`src/rtl/foc_loop_sequencer.sv`:
```
// FOC loop sequencer: snapshots sensor samples on each PWM tick, launches the FOC core,
// waits for completion or timeout, and slots PID coefficient writes between iterations.
module foc_loop_sequencer #(
  parameter int D_WIDTH        = 19,
  parameter int VALID_CYCLES   = 4,
  parameter int TIMEOUT_CYCLES = 256,
  parameter int OVR_WIDTH      = 8
) (
  input  logic                 clk,
  input  logic                 rstb,
  input  logic                 trig_in,
  input  logic [D_WIDTH-1:0]   angle_s,
  input  logic [D_WIDTH-1:0]   currA_s,
  input  logic [D_WIDTH-1:0]   currB_s,
  input  logic [D_WIDTH-1:0]   currT_s,
  input  logic                 cfg_wen,
  input  logic                 cfg_sel,
  input  logic [D_WIDTH-1:0]   cfg_addr,
  input  logic [D_WIDTH-1:0]   cfg_data,
  output logic                 cfg_ready,
  output logic [D_WIDTH-1:0]   angle_out,
  output logic [D_WIDTH-1:0]   currA_out,
  output logic [D_WIDTH-1:0]   currB_out,
  output logic [D_WIDTH-1:0]   currT_out,
  output logic                 core_valid,
  input  logic                 core_ready,
  output logic                 pid_d_wen,
  output logic                 pid_q_wen,
  output logic [D_WIDTH-1:0]   pid_d_addr,
  output logic [D_WIDTH-1:0]   pid_q_addr,
  output logic [D_WIDTH-1:0]   pid_d_data,
  output logic [D_WIDTH-1:0]   pid_q_data,
  output logic                 busy,
  output logic                 timeout_err,
  output logic [OVR_WIDTH-1:0] overrun_cnt
);

  localparam int T_W = $clog2(TIMEOUT_CYCLES + 1);

  typedef enum logic [1:0] {IDLE, CFG, LAUNCH, WAIT} state_t;

  state_t             state;
  logic [D_WIDTH-1:0] sh_angle, sh_a, sh_b, sh_t;
  logic               pending;
  logic               full;
  logic               h_sel;
  logic [D_WIDTH-1:0] h_addr, h_data;
  logic [T_W-1:0]     tcnt;
  logic               ready_q;
  logic               launch_edge;
  logic               rise;

  // The launch edge consumes the pending snapshot, so a trigger on that edge is not an overrun.
  assign launch_edge = (state == IDLE) && pending;
  assign rise        = core_ready & ~ready_q;
  assign busy        = (state != IDLE);
  assign cfg_ready   = ~full;

  always_ff @(posedge clk) begin
    if (!rstb) begin
      state       <= IDLE;
      sh_angle    <= '0;
      sh_a        <= '0;
      sh_b        <= '0;
      sh_t        <= '0;
      pending     <= 1'b0;
      full        <= 1'b0;
      h_sel       <= 1'b0;
      h_addr      <= '0;
      h_data      <= '0;
      tcnt        <= '0;
      ready_q     <= 1'b0;
      angle_out   <= '0;
      currA_out   <= '0;
      currB_out   <= '0;
      currT_out   <= '0;
      core_valid  <= 1'b0;
      pid_d_wen   <= 1'b0;
      pid_q_wen   <= 1'b0;
      pid_d_addr  <= '0;
      pid_q_addr  <= '0;
      pid_d_data  <= '0;
      pid_q_data  <= '0;
      timeout_err <= 1'b0;
      overrun_cnt <= '0;
    end else begin
      ready_q   <= core_ready;
      pid_d_wen <= 1'b0;
      pid_q_wen <= 1'b0;

      if (trig_in) begin
        sh_angle <= angle_s;
        sh_a     <= currA_s;
        sh_b     <= currB_s;
        sh_t     <= currT_s;
        pending  <= 1'b1;
        if (pending && !launch_edge && (overrun_cnt != '1))
          overrun_cnt <= overrun_cnt + OVR_WIDTH'(1);
      end else if (launch_edge) begin
        pending <= 1'b0;
      end

      if (cfg_wen && !full) begin
        h_sel  <= cfg_sel;
        h_addr <= cfg_addr;
        h_data <= cfg_data;
        full   <= 1'b1;
      end

      case (state)
        IDLE: begin
          if (pending) begin
            state      <= LAUNCH;
            angle_out  <= sh_angle;
            currA_out  <= sh_a;
            currB_out  <= sh_b;
            currT_out  <= sh_t;
            core_valid <= 1'b1;
            tcnt       <= '0;
          end else if (full) begin
            state <= CFG;
            full  <= 1'b0;
            if (h_sel) begin
              pid_q_wen  <= 1'b1;
              pid_q_addr <= h_addr;
              pid_q_data <= h_data;
            end else begin
              pid_d_wen  <= 1'b1;
              pid_d_addr <= h_addr;
              pid_d_data <= h_data;
            end
          end
        end
        CFG: state <= IDLE;
        LAUNCH: begin
          tcnt <= tcnt + T_W'(1);
          if (tcnt == T_W'(VALID_CYCLES - 1)) begin
            core_valid <= 1'b0;
            state      <= WAIT;
          end
        end
        WAIT: begin
          tcnt <= tcnt + T_W'(1);
          if (rise) begin
            state <= IDLE;
          end else if (tcnt == T_W'(TIMEOUT_CYCLES - 1)) begin
            timeout_err <= 1'b1;
            state       <= IDLE;
          end
        end
        default: state <= IDLE;
      endcase
    end
  end

endmodule

```
`config.mk`:
```
export PLATFORM = sky130hd
export DESIGN_NAME = foc_loop_sequencer
export DESIGN_NICKNAME = d
export VERILOG_FILES = /design/src/rtl/foc_loop_sequencer.sv
export SDC_FILE = /design/constraint.sdc
export NUM_CORES = 1
export LEC_CHECK = 0
export CAP_MARGIN = 10
export CORE_MARGIN = 5
export CORE_UTILIZATION = 35
export DETAILED_ROUTE_END_ITERATION = 6
export GPL_TIMING_DRIVEN = 0
export PLACE_DENSITY = 0.6
export SYNTH_ARGS = -nofsm -noshare
export SYNTH_HDL_FRONTEND = slang
export SYNTH_SLANG_ARGS = --single-unit
```
`constraint.sdc`:
```
create_clock -name clk -period 1.8 [get_ports clk]
set_input_delay 0.36 -clock clk [delete_from_list [all_inputs] [get_ports clk]]
set_output_delay 0.36 -clock clk [all_outputs]
set_load 0.02 [all_outputs]
```
==> flow_summary_export.csv <==
group,metric,value,unit
die,die_area,33270,um^2
setup_path,crit_family,"buffers and inverters",
grt,grt_pass1_wl,50150,um
setup_path,required,1440,ps
run_status,status,"finished, final reports clean",
power_and_ir_drop,static-leakage-power,6.218,nW
yosys,ys_warn_count,0,
yosys,synthSimpleGateAreaFrac,20.05,%
timing,slew_viol_final,0,
route,wl_per_cell,16.60,um
hold_path,min_path_type,"in -> reg",
clock_network,ctsHtreeMaxLevel,2,
timing,max_freq,0.5703,GHz
timing,worstMarginPinSlew,672.6,ps
finish,fillCellCount,2935,
clock_network,clk_latency,510,ps
clock_network,numCtsBuffers,34,
clock_network,cts_tree,"done",
setup_path,cp_num_buf_inv,1,
route,wl,32410,um
power_and_ir_drop,ir_drop,0.6073,mV
timing,finClkSkew,18.84,ps
placed_design,gp_congestion,0.8184,
hold_path,min_to,"h_data[11]$_SDFFE_PN0P_",
grt,track_usage,18.76,%
setup_path,critPathKind,"reg -> out",
clock_network,cts.sink_count,293,
placed_design,place_ws,-715.4,ps
route,drt_iter0_markers,431,
grt,grt_max_degree,20,
yosys,synthXorXnorAreaFrac,0.3368,%
power_and_ir_drop,power_density,1008,nW/um^2
finish,multi_input_area,4100,um^2
die,die_y,182.4,um
grt,grt_pass1_vias,9013,
yosys,seq_area_frac_synth,56.39,%
timing,final.min_clock_period,1753,ps
route,vias,9157,
route,ant_nets,0,
route,first_pass_iters,5,
yosys,synth.avg_cell_area,8.527,um^2
timing,fin_ws,46.62,ps
setup_path,path_cells,"clkdlybuf4s50_1",
setup_path,path_max_fanout,1,
setup_path,cp_slowest_cell,"clkdlybuf4s50_1",
setup_path,r2r_cells,6,
yosys,synthCells,1220,
timing,worst_hold_slack,401.5,ps
timing,fin_crit_sh,97.41,%
timing,hold_viol_final,0,
die,start_util,35.29,%
setup_path,r2r_end,"currA_out[14]$_SDFFE_PN0P_",
route,drc,0,
yosys,synth.net_count,1343,
yosys,synth_seq_cells,293,
clock_network,cts-root-buf,"clkbuf_16",
grt,overflow,0,
finish,nNetsFinal,1661,
timing,setup_viol,0,
setup_path,crit_path_end_kind,"output port",
setup_path,crit_arrival,1390,ps
yosys,synth-compound-area-share,11.13,%
finish,seq_area,5867,um^2
clock_network,cts.path.max_buffers,3,
die,coreArea,29480,um^2
yosys,synth_top_family_by_area,"simple AND/OR/NAND/NOR gates",
timing,maxSlewHeadroom,55.16,%
finish,drive_above_1_share,6.214,%
finish,area_growth,40.15,%
setup_path,max_stage_delay,590,ps
placed_design,placed_cell_area,13730,um^2
die,io_pins,286,
grt,antenna_found_initial,5,
yosys,synth-adder-area-share,0.3608,%
setup_path,start_kind,"register",
clock_network,holdBufCountCts,0,
setup_path,r2r_setup_slack,140,ps
run,max_cap_viol_count,0,
yosys,synth.top_cell.area_share,56.39,%
route,vias_per_cell,4.689,
die,fp-row-count,63,
die,die-width,182.4,um
hold_path,hold_depth,3,
yosys,yosys.area.top_type,"dfxtp_1",
yosys,synthesis.area,10400,um^2
power_and_ir_drop,p_total,14.70,mW
finish,final_util,49.45,%
placed_design,dp_hpwl,23580,um
yosys,ys_types,43,
setup_path,reg2reg_from,"pending$_SDFFE_PN0P_",
yosys,muxShareOfSynthArea,7.517,%
clock_network,cts.clk_slew.worst_paths,60,ps
yosys,synth.area.top_cells,"dfxtp_1 56%, nand2_1 14%, a21oi_1 9.7%, mux2i_1 7.4%, nor2_1 3.4%",
placed_design,portBuffers,284,
hold_path,min-delay-start,"cfg_data[11]",
finish,stdcell_area,14580,um^2
==> cell families (layout without fill, tap and decap cells) <==
kind of cell,count (synthesis),count (layout)
AND/OR/NAND/NOR,525,525
other,0,2
multiplexers,78,78
buffers and inverters,94,435
adder cells (fa/ha/maj),3,3
flip-flops,293,293
XOR/XNOR,4,4
AO/OA/AOI/OAI,223,223
==> cells in the mapped netlist (all sizes together) <==
| library cell | n |
|---|---|
| a211oi | 2 |
| a21o | 1 |
| a21oi | 202 |
| a31oi | 2 |
| and2 | 1 |
| and2b | 1 |
| and3 | 1 |
| and4 | 1 |
| buf | 41 |
| clkbuf | 46 |
| dfxtp | 293 |
| ha | 3 |
| inv | 7 |
| mux2 | 1 |
| mux2i | 77 |
| nand2 | 393 |
| nand2b | 3 |
| nand3 | 10 |
| nand3b | 4 |
| nand4 | 3 |
| nor2 | 96 |
| nor2b | 1 |
| nor3 | 1 |
| nor4 | 2 |
| nor4b | 2 |
| o2111ai | 1 |
| o211ai | 3 |
| o21a | 3 |
| o21ai | 6 |
| o21bai | 1 |
| o221a | 1 |
| o41ai | 1 |
| or2 | 3 |
| or3 | 2 |
| or3b | 1 |
| xnor2 | 2 |
| xor2 | 2 |
==> layout by cell type, fill, tap and decap left out, drive strengths merged, types with 3 or more instances in the layout <==
cell type	synthesis	layout
dfxtp	293	293
clkbuf	46	98
or2	3	3
nand4	3	3
nand3b	4	4
o21ai	6	6
nand2b	3	3
a21oi	202	202
dlygate4sd2	0	163
o21a	3	3
buf	41	41
clkdlybuf4s50	0	119
nand2	393	393
nor2	96	96
inv	7	7
ha	3	3
nand3	10	10
clkinv	0	6
mux2i	77	77
o211ai	3	3
==> where the power goes <==
part / internal [mW] / switching (mW)
Sequential: 6.74 / 0.145
Combinational: 0.621 / 0.835
Clock: 3.69 / 2.67
Total: 11.1 / 3.65
==> worst register-to-register path, stage by stage (launching register included) <==
cell and delay, ps:
dfxtp_1 490, or3b_1 370, clkbuf_1 140, buf_6 170, buf_2 200, nand2_1 90, a21oi_1 70
==> repair_timing <==
item | in CTS | in global routing
cloned | 0 | 0
setup endpoints to repair | 218 | 23
buffers inserted | 1 | 0
pin swaps | 1 | 0
resized for setup | 177 | 7
==> layout make-up <==
cell class,instances,area share (%)
antenna,2,0.03433
buffer,84,2.927
clock buffer,53,6.608
clock inverter,6,0.3605
inverter,7,0.1802
multi-input combinational,833,28.12
sequential,293,40.24
tap,390,3.347
timing repair buffer,285,18.18
==> layer usage <==
metal / up-vias / global-route usage, % / part of all wire, %
li1: 4633 / - / -
met2: 253 / 30.23 / 46
met3: 64 / 5.242 / 6.8
met1: 4201 / 23.93 / 43
met4: 6 / 7.325 / 3.2
met5: - / 0 / 0.086
==> worst max path at each step <==
| stage | slack (ps) | start | cells past startpoint | endpoint |
|---|---|---|---|---|
| finish | 50 | pid_q_wen$_SDFF_PP0_ | 1 | pid_q_wen |
| detailed placement | -720 | cfg_wen | 6 | h_addr[15]$_SDFFE_PN0P_ |
| CTS | 6 | state[1]$_SDFFE_PN0P_ | 3 | busy |
| global placement | -650 | cfg_wen | 6 | h_addr[12]$_SDFFE_PN0P_ |
| global route | -2 | state[0]$_SDFFE_PN0P_ | 8 | pid_d_addr[1]$_SDFFE_PN0P_ |
| floorplan | 230 | overrun_cnt[0]$_SDFFE_PN0P_ | 5 | overrun_cnt[4]$_SDFFE_PN0P_ |
==> metrics by stage <==
stage	std cells	TNS, ps
after floorplan	1220	0
after global placement	1894	-100040
after detailed placement	1894	-103600
after CTS	1952	0
after global routing	1953	-2.141
final	1953	0
No activity file was read; power rests on OpenSTA's default activity.
